<file path="src/rtl/rf_wb_arbiter_pkg.sv">
// -----------------------------------------------------------------------------
// rf_wb_arbiter_pkg
// Shared types and constants for the register-file write-port arbiter.
//   REG_AW / REG_DW / NREG : register file geometry (32 x 32, r0 hardwired 0)
//   REG_ZERO               : address of the hardwired-zero register
//   MAX_WAIT_DEF / CNT_W_DEF : default starvation threshold and counter width
//   gnt_e                  : which requester owns the write port this cycle
//   wr_req_t               : one write-port request (enable, address, data)
// -----------------------------------------------------------------------------
package rf_wb_arbiter_pkg;

  localparam int REG_AW = 5;
  localparam int REG_DW = 32;
  localparam int NREG   = 32;

  localparam logic [REG_AW-1:0] REG_ZERO = 5'd0;

  localparam int MAX_WAIT_DEF = 4;
  localparam int CNT_W_DEF    = 3;

  typedef enum logic [1:0] {
    GNT_NONE = 2'd0,
    GNT_PIPE = 2'd1,
    GNT_MDU  = 2'd2
  } gnt_e;

  typedef struct packed {
    logic              en;
    logic [REG_AW-1:0] addr;
    logic [REG_DW-1:0] data;
  } wr_req_t;

  // A write only reaches the array when enabled and not aimed at r0.
  function automatic logic commits(input wr_req_t req);
    return req.en && (req.addr != REG_ZERO);
  endfunction

endpackage

</file>
<file path="src/rtl/rf_busy_table.sv">
// -----------------------------------------------------------------------------
// rf_busy_table
// Scoreboard of registers with an outstanding MDU write.
//   clk, resetn      : clock / synchronous active-low reset
//   set_en_i, set_idx_i : reserve a destination (MDU issue)
//   clr_en_i, clr_idx_i : release a destination (MDU writeback handshake)
//   rs_i, rt_i       : decode read addresses
//   rs_busy_o, rt_busy_o : registered busy bits for rs / rt (no bypass)
// Set beats clear on the same bit in the same cycle, so a back-to-back
// reissue to the register just being written stays reserved.
// -----------------------------------------------------------------------------
module rf_busy_table
  import rf_wb_arbiter_pkg::*;
(
  input  logic              clk,
  input  logic              resetn,
  input  logic              set_en_i,
  input  logic [REG_AW-1:0] set_idx_i,
  input  logic              clr_en_i,
  input  logic [REG_AW-1:0] clr_idx_i,
  input  logic [REG_AW-1:0] rs_i,
  input  logic [REG_AW-1:0] rt_i,
  output logic              rs_busy_o,
  output logic              rt_busy_o
);

  logic [NREG-1:0] busy_q, busy_d;

  always_comb begin
    busy_d = busy_q;
    if (clr_en_i) busy_d[clr_idx_i] = 1'b0;
    if (set_en_i) busy_d[set_idx_i] = 1'b1;  // applied last: set wins
    busy_d[0] = 1'b0;                        // r0 can never be pending
  end

  always_ff @(posedge clk) begin
    if (!resetn) busy_q <= '0;
    else         busy_q <= busy_d;
  end

  assign rs_busy_o = busy_q[rs_i];
  assign rt_busy_o = busy_q[rt_i];

endmodule

</file>
<file path="src/rtl/rf_wb_arbiter.sv">
// -----------------------------------------------------------------------------
// rf_wb_arbiter
// Owns the single write port of the 32x32 general register file.
//   clk, resetn                     : clock / synchronous active-low reset
//   pipe_wen/pipe_waddr/pipe_wdata  : in-order writeback, fixed priority
//   mdu_valid/mdu_waddr/mdu_wdata   : MDU result, valid/ready handshake
//   mdu_ready                       : MDU result accepted this cycle
//   issue_en/issue_dst              : MDU issue, reserves a destination
//   rs/rt, rs_busy/rt_busy          : RAW-hazard lookup for decode
//   pipe_stall                      : pipeline must bubble its writeback
//   Regwen/waddr/wdata              : register file write port (same edge)
// The pipeline normally wins; if the MDU is blocked long enough, pipe_stall
// forces a bubble so the MDU result drains.
// -----------------------------------------------------------------------------
module rf_wb_arbiter
  import rf_wb_arbiter_pkg::*;
#(
  parameter int MAX_WAIT = MAX_WAIT_DEF,  // 1..7
  parameter int CNT_W    = CNT_W_DEF
) (
  input  logic              clk,
  input  logic              resetn,
  input  logic              pipe_wen,
  input  logic [REG_AW-1:0] pipe_waddr,
  input  logic [REG_DW-1:0] pipe_wdata,
  input  logic              mdu_valid,
  input  logic [REG_AW-1:0] mdu_waddr,
  input  logic [REG_DW-1:0] mdu_wdata,
  output logic              mdu_ready,
  input  logic              issue_en,
  input  logic [REG_AW-1:0] issue_dst,
  input  logic [REG_AW-1:0] rs,
  input  logic [REG_AW-1:0] rt,
  output logic              rs_busy,
  output logic              rt_busy,
  output logic              pipe_stall,
  output logic              Regwen,
  output logic [REG_AW-1:0] waddr,
  output logic [REG_DW-1:0] wdata
);

  localparam logic [CNT_W-1:0] CNT_MAX = CNT_W'(MAX_WAIT);
  localparam logic [CNT_W-1:0] CNT_SET = CNT_W'(MAX_WAIT - 1);

  logic [CNT_W-1:0] cnt_q, cnt_d;
  logic             stall_q, stall_d;
  gnt_e             gnt;
  wr_req_t          wr;
  logic             hs;
  logic             rs_busy_raw, rt_busy_raw;

  // ---------------------------------------------------------------------------
  // Grant. Nothing is granted while in reset, which also discards any MDU
  // handshake that would otherwise have completed on that edge.
  // ---------------------------------------------------------------------------
  always_comb begin
    gnt = GNT_NONE;
    if (resetn) begin
      if (!stall_q && pipe_wen) gnt = GNT_PIPE;
      else if (mdu_valid)       gnt = GNT_MDU;
    end
  end

  always_comb begin
    wr = '0;
    case (gnt)
      GNT_PIPE: wr = '{en: 1'b1, addr: pipe_waddr, data: pipe_wdata};
      GNT_MDU:  wr = '{en: 1'b1, addr: mdu_waddr,  data: mdu_wdata};
      default:  wr = '0;
    endcase
  end

  assign Regwen    = commits(wr);
  assign waddr     = wr.addr;
  assign wdata     = wr.data;
  // An MDU result for r0 still handshakes; it is simply not committed.
  assign mdu_ready = (gnt == GNT_MDU);
  assign hs        = mdu_valid && mdu_ready;

  // ---------------------------------------------------------------------------
  // Starvation counter and stall. The counter saturates at MAX_WAIT; the
  // stall is raised on the edge that ends the MAX_WAIT-th blocked cycle.
  // Once stalled the MDU is always granted, so the stall lasts until the
  // handshake or until the MDU withdraws.
  // ---------------------------------------------------------------------------
  always_comb begin
    cnt_d   = cnt_q;
    stall_d = stall_q;
    if (!mdu_valid || hs) begin
      cnt_d   = '0;
      stall_d = 1'b0;
    end else begin
      if (cnt_q != CNT_MAX) cnt_d = cnt_q + 1'b1;
      if (cnt_q == CNT_SET) stall_d = 1'b1;
    end
  end

  always_ff @(posedge clk) begin
    if (!resetn) begin
      cnt_q   <= '0;
      stall_q <= 1'b0;
    end else begin
      cnt_q   <= cnt_d;
      stall_q <= stall_d;
    end
  end

  // ---------------------------------------------------------------------------
  // Busy scoreboard. Pipeline writes never touch it.
  // ---------------------------------------------------------------------------
  rf_busy_table u_busy (
    .clk       (clk),
    .resetn    (resetn),
    .set_en_i  (issue_en && (issue_dst != REG_ZERO)),
    .set_idx_i (issue_dst),
    .clr_en_i  (hs && (mdu_waddr != REG_ZERO)),
    .clr_idx_i (mdu_waddr),
    .rs_i      (rs),
    .rt_i      (rt),
    .rs_busy_o (rs_busy_raw),
    .rt_busy_o (rt_busy_raw)
  );

  // Registered state reads as cleared for the whole time reset is held.
  assign rs_busy    = resetn && rs_busy_raw;
  assign rt_busy    = resetn && rt_busy_raw;
  assign pipe_stall = resetn && stall_q;

endmodule

</file>
<file path="config.mk">
export PLATFORM = sky130hd
export DESIGN_NAME = rf_wb_arbiter
export DESIGN_NICKNAME = d
export VERILOG_FILES = /design/src/rtl/rf_wb_arbiter_pkg.sv /design/src/rtl/rf_busy_table.sv /design/src/rtl/rf_wb_arbiter.sv
export SDC_FILE = /design/constraint.sdc
export NUM_CORES = 1
export LEC_CHECK = 0
export CAP_MARGIN = 10
export CORE_ASPECT_RATIO = 0.7
export CORE_MARGIN = 2
export CORE_UTILIZATION = 44
export CTS_CLUSTER_SIZE = 24
export DETAILED_ROUTE_END_ITERATION = 8
export HOLD_SLACK_MARGIN = 0.08
export PLACE_DENSITY = 0.93
export SYNTH_ARGS = -nofsm -noshare
export SYNTH_HDL_FRONTEND = slang
export SYNTH_SLANG_ARGS = --single-unit
</file>
<file path="constraint.sdc">
create_clock -name clk -period 5.95 [get_ports clk]
set_input_delay 1.785 -clock clk [delete_from_list [all_inputs] [get_ports clk]]
set_output_delay 1.785 -clock clk [all_outputs]
set_load 0.1 [all_outputs]
</file>
# Yosys cells after proc, flatten, opt, wreduce, memory -nomap -nowiden
# Index checks and enable logic that the tools add are counted.
# W data, S select, Z words.
# totals
regBits	36
out_inout_bits	42
word_cells	50
# op_classes
addsub	1
n_lt_le_gt_ge	6
eq_ne	4
muxes	14
bitwise	4
reduce_logical	17
# op_table
op	count
$pmux W38 S2	1
$mux W32	2
$and A32 B32 Y32	1
$not A32 Y32	1
$or A32 B32 Y32	1
$lt A5 B6 Y1 const B	4
$reduce_bool A5 Y1	3
$bmux W1 S5	2
$demux W1 S5	2
$ge A5 B1 Y1 const B	2
$logic_and A1 B1 Y1	10
$mux W2	3
$mux W1	4
$add A3 B1 Y3 const B	1
$eq A3 B2 Y1 const B	1
$ne A3 B3 Y1 const B	1
$eq A2 B1 Y1 const B	1
$eq A2 B2 Y1 const B	1
$logic_not A1 Y1	2
$reduce_or A2 Y1	1
$logic_or A1 B1 Y1	1
$not A1 Y1	1

# Logic depth before layout (Yosys ltp)
# Gate-level depths: netlist of run 1.
# logic_depth
ltp_word	10
depth_mapped	10
depth_no_buf	9

# Cells and area by module
# A second synthesis of run 1 with hierarchy kept.
# hier_totals
cells_unflattened	352
area_unflattened_um2	2678.8
# modules_own_cells
module	instances	cells_each	area_each_um2
rf_busy_table	1	229	1899.3
rf_wb_arbiter	1	123	779.5

# Worst setup path after synthesis of run 1
# No wires, ideal clock.
# synth_timing
path_kind	input port to output port
startpoint	in resetn
endpoint	out Regwen
arrival_ns	6.185
required_time_ns	4.165
setup_slack_ns	-2.020
stages	10
path_buffers	2
path_cell_list	clkbuf_1 > nand2_1 > or2_2 > inv_1 > ha_1 > clkbuf_1 > a22oi_1 > nor2_1 > nor4_1 > o21ai_0
# synth_via
elab_chain_cells	5
# synth_lines
element	line_no	rtl
start: declaration	rf_wb_arbiter.sv:22	input logic resetn,
$mux W2	rf_wb_arbiter.sv:58	if (resetn) begin
$eq A2 B2 Y1	-	
named net mdu_ready	rf_wb_arbiter.sv:29	output logic mdu_ready,
$pmux W38 S2	rf_wb_arbiter.sv:66	case (gnt)
named net waddr[4]	rf_wb_arbiter.sv:38	output logic [REG_AW-1:0] waddr,
$reduce_bool A5 Y1	rf_wb_arbiter_pkg.sv:35	return req.en && (req.addr != REG_ZERO);
$logic_and A1 B1 Y1	rf_wb_arbiter_pkg.sv:35	
end: declaration	rf_wb_arbiter.sv:37	output logic Regwen,
# The timed path passes the listed nets, and every way through them passes these cells.

# Worst setup path in the final report of run 1
# layout_timing
startpoint	in resetn
endpoint	out Regwen
# layout_via
elab_chain_cells	5
# layout_lines
element	line_no
$mux W2 (*)	rf_wb_arbiter.sv:58
$eq A2 B2 Y1 or $eq A2 B1 Y1 (tied branches)	rf_wb_arbiter.sv:66
$pmux W38 S2 (*)	rf_wb_arbiter.sv:66
$reduce_bool A5 Y1	rf_wb_arbiter_pkg.sv:35
$logic_and A1 B1 Y1 (*)	rf_wb_arbiter_pkg.sv:35
# Every way passes the cells marked *; elsewhere a longest branch is shown, timed or not.

==> impl_metrics.env, run 1 <==
export IMPL_chipHeight_um=69.0
export IMPL_period_share_pct=98.4
export IMPL_core_region_area_um2=5780
export IMPL_placed_area_um2=4780
export IMPL_cts_buffer_depth=2
export IMPL_place_congestion=0.917
export IMPL_hpwl_mm=9.36
export IMPL_die_area_um2=6680
export IMPL_root_buffer="clkbuf_8"
export IMPL_fin_tns_setup_ns=0
export IMPL_ff2ff_path_depth=10
export IMPL_yosysWarnings=0
export IMPL_post_synth_top_count_cell="nor2_1"
export IMPL_port_buffers=135
export IMPL_hold_depth=2
export IMPL_viasPerCell=6.36
export IMPL_seq_area_frac_synth_pct=26.4
export IMPL_cp_required_ns=4.16
export IMPL_ys_async_sr_fraction_pct=0
export IMPL_yosys_area_top_type="dfxtp_1"
export IMPL_hp_class="flop to flop"
export IMPL_endpoint_kind="output port"
export IMPL_routed_wl_mm=11.9
export IMPL_cts_hold_buffers=0
export IMPL_drt_iter0_markers=368
export IMPL_stdcell_area_um2=4890
export IMPL_die_x_um=96.8
export IMPL_ios=136
export IMPL_drive_gt1_share_pct=24.1
export IMPL_grt_pass1_vias=3316
export IMPL_cts_clk_slew_worst_paths_ns=0.07
export IMPL_antenna_found_initial=0
export IMPL_maxCapViolations=0
export IMPL_gr_total_overflow=0
export IMPL_fmax_mhz=171
export IMPL_leakagePower_nw=1.68
export IMPL_rsz0062_at_grt="no"
export IMPL_worstMarginPinSlew_ns=0.778
export IMPL_cts_tree="done"
export IMPL_num_rows=23
export IMPL_synthToLayoutAreaGrowth_pct=84.4
export IMPL_crit_arrival_ns=4.07
export IMPL_slew_limit_headroom_pct=48.0
export IMPL_synth_edf_count=0
export IMPL_syn_area_um2=2650
export IMPL_synthCells=339
export IMPL_cp_max_fo=23
export IMPL_detail_route_antenna_nets=0
export IMPL_worstSetupPathType="input port to output port"
export IMPL_start_kind="input port"
export IMPL_synth_seq_cells=35
export IMPL_wl_per_cell_um=22.1
export IMPL_finalMaxSlewViolations=0
export IMPL_outcome="complete, no violations"
export IMPL_power_density_nw_per_um2=160
export IMPL_synth_fp_nets=438
export IMPL_clock_latency_ns=0.29
export IMPL_groute_usage_overall_pct=34.0
export IMPL_ir_worst_vdd_mv=0.125
export IMPL_first_pass_iters=5
export IMPL_synth_top_cell_area_share_pct=26.4
export IMPL_whs_ns=0.505
export IMPL_drc_errors=0
export IMPL_dp_slack_ns=0.156
export IMPL_vias=3433
export IMPL_syn_area_per_cell_um2=7.83
export IMPL_setup_slack_ns=0.0935
export IMPL_diodes=0
export IMPL_htree_levels=2
export IMPL_grt_pass1_wl_mm=17.6
export IMPL_initial_core_util_pct=45.9
export IMPL_synth_flop_cell="dfxtp_1"
export IMPL_post_synth_most_frequent_cells="nor2_1, nand2_1, a22oi_1"
export IMPL_cts_made_buffers=5
export IMPL_synth_area_leaders="dfxtp_1, a22oi_1, a21boi_0"
export IMPL_hold_viol=0
export IMPL_yosysUniqueCellTypes=35
export IMPL_skew_ns=0.00504
export IMPL_nets=563
export IMPL_period_needed_ns=5.86
export IMPL_grt_max_degree=34
export IMPL_cts_sinks=35
export IMPL_cts_repair_resize_count=0
export IMPL_finalSetupViolCount=0
export IMPL_post_cts_buffers=0
[sequential cells by signal (all words and copies together) (netlist names)]
name           count
u_busy.busy_q     31
cnt_q              3
stall_q            1
[layout by cell type (no fill, tap or decap), types with 2 or more instances in the layout]
cell	instances
and3_1	3
nor2b_1	11
a211oi_2	4
inv_1	5
clkdlybuf4s50_1	93
mux4_1	6
clkbuf_8	6
dfxtp_1	35
mux4_2	4
buf_12	42
nor3_1	3
mux2_2	4
a22o_1	2
and2_1	3
nand3_1	3
a221oi_1	2
a21boi_0	31
nand2_1	46
mux2i_1	6
nor4_1	2
ha_1	3
buf_4	8
a21oi_1	2
nor2_4	37
ha_4	2
nand2b_1	5
and2b_1	4
o21ai_0	31
o311ai_1	2
a22oi_1	37
a2111oi_0	2
nor2_1	12
a211oi_1	2
or2_2	2
[per-stage QoR]
stage	instances	power [mW]	util [%]
finish	540	0.785	84.6
global route	540	0.803	84.6
CTS	540	0.779	84.6
detailed placement	532	0.556	82.6
global placement	532	0.547	82.6
floorplan	339	0.416	-
[per-layer routing]
layer	GRT usage [%]	vias to the layer above	wire [um]
li1	-	1485	-
met1	40.8	1576	4320
met2	56.4	281	5770
met3	9.68	91	1170
met4	19.0	0	648
met5	0	-	0
[cells by family after synthesis]
group                      after synthesis  share of synthesized area [%]
xor gates and xnor gates                 1                          0.330
buffers and inverters                   30                           5.19
and+or+nand+nor                        132                           22.1
muxes                                   20                           13.3
AOI/OAI and AO/OA                      116                           30.4
adders and majority gates                5                           2.36
DFF                                     35                           26.4
[cell type report]
| class | instances | area [um2] |
|---|---|---|
| Multi-Input combinational cell | 274 | 2130 |
| Fill cell | 293 | 890 |
| Sequential cell | 35 | 701 |
| Tap cell | 75 | 93.8 |
| Clock buffer | 6 | 82.6 |
| Timing Repair Buffer | 143 | 1830 |
| Inverter | 5 | 18.8 |
| Clock inverter | 2 | 35.0 |
[critical path: stages]
cell and delay (ns):
clkdlybuf4s50_1 0.59, nand2_1 0.10, or2_2 0.32, ha_4 0.25
a22oi_1 0.28, nor2_4 0.07, nor4_1 0.35, o21ai_2 0.13
buf_12 0.18
[report_power, final]
part	internal (mW)	switching, mW
registers	0.237	0.00294
logic	0.132	0.182
clock network	0.136	0.0943
[path summary, 6_finish.rpt]
| kind | to | startpoint | slack [ns] |
|---|---|---|---|
| hold / removal | cnt_q[1] | cnt_q[1] | 0.51 |
| setup / recovery | Regwen | resetn | 0.09 |
| setup reg to reg | u_busy.busy_q[7] | stall_q | 3.59 |
| hold reg to reg | cnt_q[1] | cnt_q[1] | 0.51 |
Power figures use the tool's default switching activity.
==> inputs of run 2 (changes only) <==
Settings changed: CTS_CLUSTER_SIZE 24 to default.
==> results of run 2 <==
No change in the layout: final DEF, timing and power equal those of run 1.
==> inputs of run 3 (changes only) <==
Settings changed: ABC_AREA from default to 1, CORE_UTILIZATION 44 to 45, PLACE_DENSITY 0.93 to 0.92.
==> run 3 against run 2 <==
Die area is 6.6% higher; sequential share of layout area is 0.92 points lower; core utilization is 0.48 points lower; synthesized cell count is 58% higher; worst hold slack worse by 0.019 ns; routed wire length is 12% higher; non-clock buffer count stayed put; via count is 27% higher; final cell count is 37% higher; setup slack better by 0.030 ns; maximum frequency is 0.51% higher; highest routed layer unchanged.
==> impl_metrics.env, run 3 <==
export IMPL_vias=4367
export IMPL_cts_made_buffers=5
export IMPL_ir_worst_vdd_mv=0.182
export IMPL_clock_latency_ns=0.29
export IMPL_post_synth_most_frequent_cells="nand2_1, a21oi_1, inv_1"
export IMPL_groute_usage_overall_pct=36.3
export IMPL_drive_gt1_share_pct=14.5
export IMPL_pwr_share_comb_pct=40.4
export IMPL_die_area_um2=7120
export IMPL_power_density_nw_per_um2=159
export IMPL_period_needed_ns=5.83
export IMPL_maxCapViolations=0
export IMPL_worstSetupPathType="input port to output port"
export IMPL_antenna_found_initial=0
export IMPL_cp_max_fo=28
export IMPL_cts_buffer_depth=2
export IMPL_synth_flop_cell="dfxtp_1"
export IMPL_die_x_um=100
export IMPL_period_share_pct=97.9
export IMPL_yosysUniqueCellTypes=23
export IMPL_r2r_start="stall_q"
export IMPL_p_int_mw=0.538
export IMPL_yosysWarnings=0
export IMPL_place_congestion=0.926
export IMPL_wl_per_cell_um=18.1
export IMPL_top_regs="u_busy.busy_q (31), cnt_q (3), stall_q (1)"
export IMPL_grt_max_degree=32
export IMPL_yosys_area_share_simple_pct=41.7
export IMPL_skew_ns=0.00710
export IMPL_root_buffer="clkbuf_8"
export IMPL_num_rows=24
export IMPL_synthMuxAreaShare_pct=0
export IMPL_diodes=0
export IMPL_endpoint_kind="output port"
export IMPL_synth_edf_count=0
export IMPL_cts_tree="done"
export IMPL_crit_chain="clkdlybuf4s50_1, inv_1, nor2_1, ha_4, nand2_1, a21oi_4, nor2_1, nand4_1, buf_12"
export IMPL_chipHeight_um=71.2
export IMPL_regMostFlops="u_busy.busy_q"
export IMPL_post_route_util_pct=84.1
export IMPL_worst_path_most_repeated_cell="nor2_1"
export IMPL_num_fill_cells=348
export IMPL_placed_area_um2=5100
export IMPL_leakagePower_nw=2.00
export IMPL_synth_xor_area_share_pct=0
export IMPL_cts_clk_slew_worst_paths_ns=0.08
export IMPL_synth_area_leaders="nand2_1, dfxtp_1, a21oi_1"
export IMPL_worstSetupStartpoint="resetn"
export IMPL_ios=136
export IMPL_pwr_share_seq_pct=28.8
export IMPL_syn_area_um2=2900
export IMPL_synthCells=536
export IMPL_cts_repair_resize_count=0
export IMPL_hold_start="u_busy.busy_q[19]"
export IMPL_crit_arrival_ns=4.04
export IMPL_initial_core_util_pct=46.7
export IMPL_cts_hold_buffers=0
export IMPL_ys_async_sr_fraction_pct=0
export IMPL_reg2reg_setup_slack_ns=3.83
export IMPL_post_synth_top_count_cell="nand2_1"
export IMPL_outcome="complete, no violations"
export IMPL_yosys_area_top_type="nand2_1"
export IMPL_swShare_pct=35.5
export IMPL_slew_limit_headroom_pct=50.7
export IMPL_syn_area_per_cell_um2=5.41
export IMPL_grt_pass1_vias=4043
export IMPL_finalSetupViolCount=0
export IMPL_synth_fp_nets=635
export IMPL_gr_total_overflow=0
export IMPL_largest_reg_flops=31
export IMPL_detail_route_antenna_nets=0
export IMPL_post_cts_buffers=0
export IMPL_hp_class="flop to flop"
export IMPL_crit_slowest_cell="clkdlybuf4s50_1"
export IMPL_final_common_cell="nand2_1"
export IMPL_drt_iter0_markers=679
export IMPL_routed_wl_mm=13.4
export IMPL_final_cell_mix="nand2_1, clkdlybuf4s50_1, inv_1"
export IMPL_first_pass_iters=7
export IMPL_hold_viol=0
export IMPL_htree_levels=2
export IMPL_power_switching_mw=0.296
export IMPL_synthToLayoutAreaGrowth_pct=80.3
export IMPL_finalMaxSlewViolations=0
export IMPL_path_buf_inv=3
export IMPL_core_region_area_um2=6220
export IMPL_hpwl_mm=9.98
export IMPL_whs_ns=0.486
export IMPL_cpPeakStageDelay_ns=0.68
export IMPL_cp_required_ns=4.16
export IMPL_cp_top_family="buffers and inverters"
export IMPL_worstMarginPinSlew_ns=0.736
export IMPL_viasPerCell=5.90
export IMPL_nets=760
export IMPL_rsz0062_at_grt="no"
export IMPL_grt_pass1_wl_mm=20.4
export IMPL_synth_fa_ha_area_share_pct=2.16
export IMPL_seq_area_frac_synth_pct=24.1
export IMPL_port_buffers=135
export IMPL_synth_seq_cells=35
export IMPL_stdcell_area_um2=5230
export IMPL_fmax_mhz=172
export IMPL_cts_sinks=35
export IMPL_drc_errors=0
export IMPL_synth_top_family_by_area="simple AND/OR/NAND/NOR gates"
export IMPL_synth_top_cell_area_share_pct=26.8
export IMPL_p_clk_share_pct=30.8
export IMPL_synth_compound_area_share_pct=19.8
export IMPL_start_kind="input port"
==> run 3: path summary, 6_finish.rpt <==
kind                             to  depth (start not counted)
setup / recovery             Regwen                          9
hold / removal    u_busy.busy_q[19]                          2
setup reg to reg  u_busy.busy_q[23]                         10
hold reg to reg   u_busy.busy_q[19]                          2
==> run 3: power by group through the flow <==
stage	clock network (mW)	logic, mW	registers [mW]
3_5_place_dp	0	0.329	0.245
5_1_grt	0.261	0.351	0.240
2_1_floorplan	0	0.183	0.244
4_1_cts	0.253	0.332	0.240
3_3_place_gp	0	0.322	0.245
6_report	0.256	0.337	0.240
==> run 3: per-layer routing <==
layer  wire length, um  up-vias  global-route usage, %
met5                 0        -                      0
met4               526        0                   11.7
met3              1550       70                   7.71
met2              6300      343                   61.8
met1              4990     1987                   46.1
li1                  -     1967                      -
==> run 3: cells by family (layout without fill, tap and decap cells) <==
kind of cell    count (synthesis)  after routing
fa+ha+maj                       5              5
buf+inv                        89            215
compound gates                110            110
simple gates                  297            297
flops                          35             35
==> run 3: worst register-to-register path: stages (launching register included) <==
cell,delay [ns]
dfxtp_1,0.38
inv_1,0.06
nand2_1,0.09
nand3_1,0.14
inv_1,0.09
ha_1,0.28
nand2_1,0.08
inv_1,0.14
nand2_2,0.26
o21ai_0,0.32
a21oi_1,0.14
==> run 3: cell type report <==
| cell class | instances | area (um2) | share of cell area, % |
|---|---|---|---|
| sequential | 35 | 701 | 13.4 |
| multi-input combinational | 412 | 2230 | 42.6 |
| clock buffer | 6 | 72.6 | 1.39 |
| timing repair buffer | 143 | 1830 | 35.0 |
| clock inverter | 2 | 60.1 | 1.15 |
| tap | 78 | 97.6 | 1.87 |
| inverter | 64 | 240 | 4.59 |
==> run 3: metrics by stage <==
stage | std cells | setup slack, ns | power [mW] | setup TNS [ns]
4_1_cts | 740 | 0.169 | 0.825 | 0
2_1_floorplan | 536 | -0.454 | 0.427 | -0.454
3_3_place_gp | 732 | 0.307 | 0.567 | 0
5_1_grt | 740 | 0.0427 | 0.852 | 0
6_report | 740 | 0.123 | 0.834 | 0
3_5_place_dp | 732 | 0.204 | 0.574 | 0
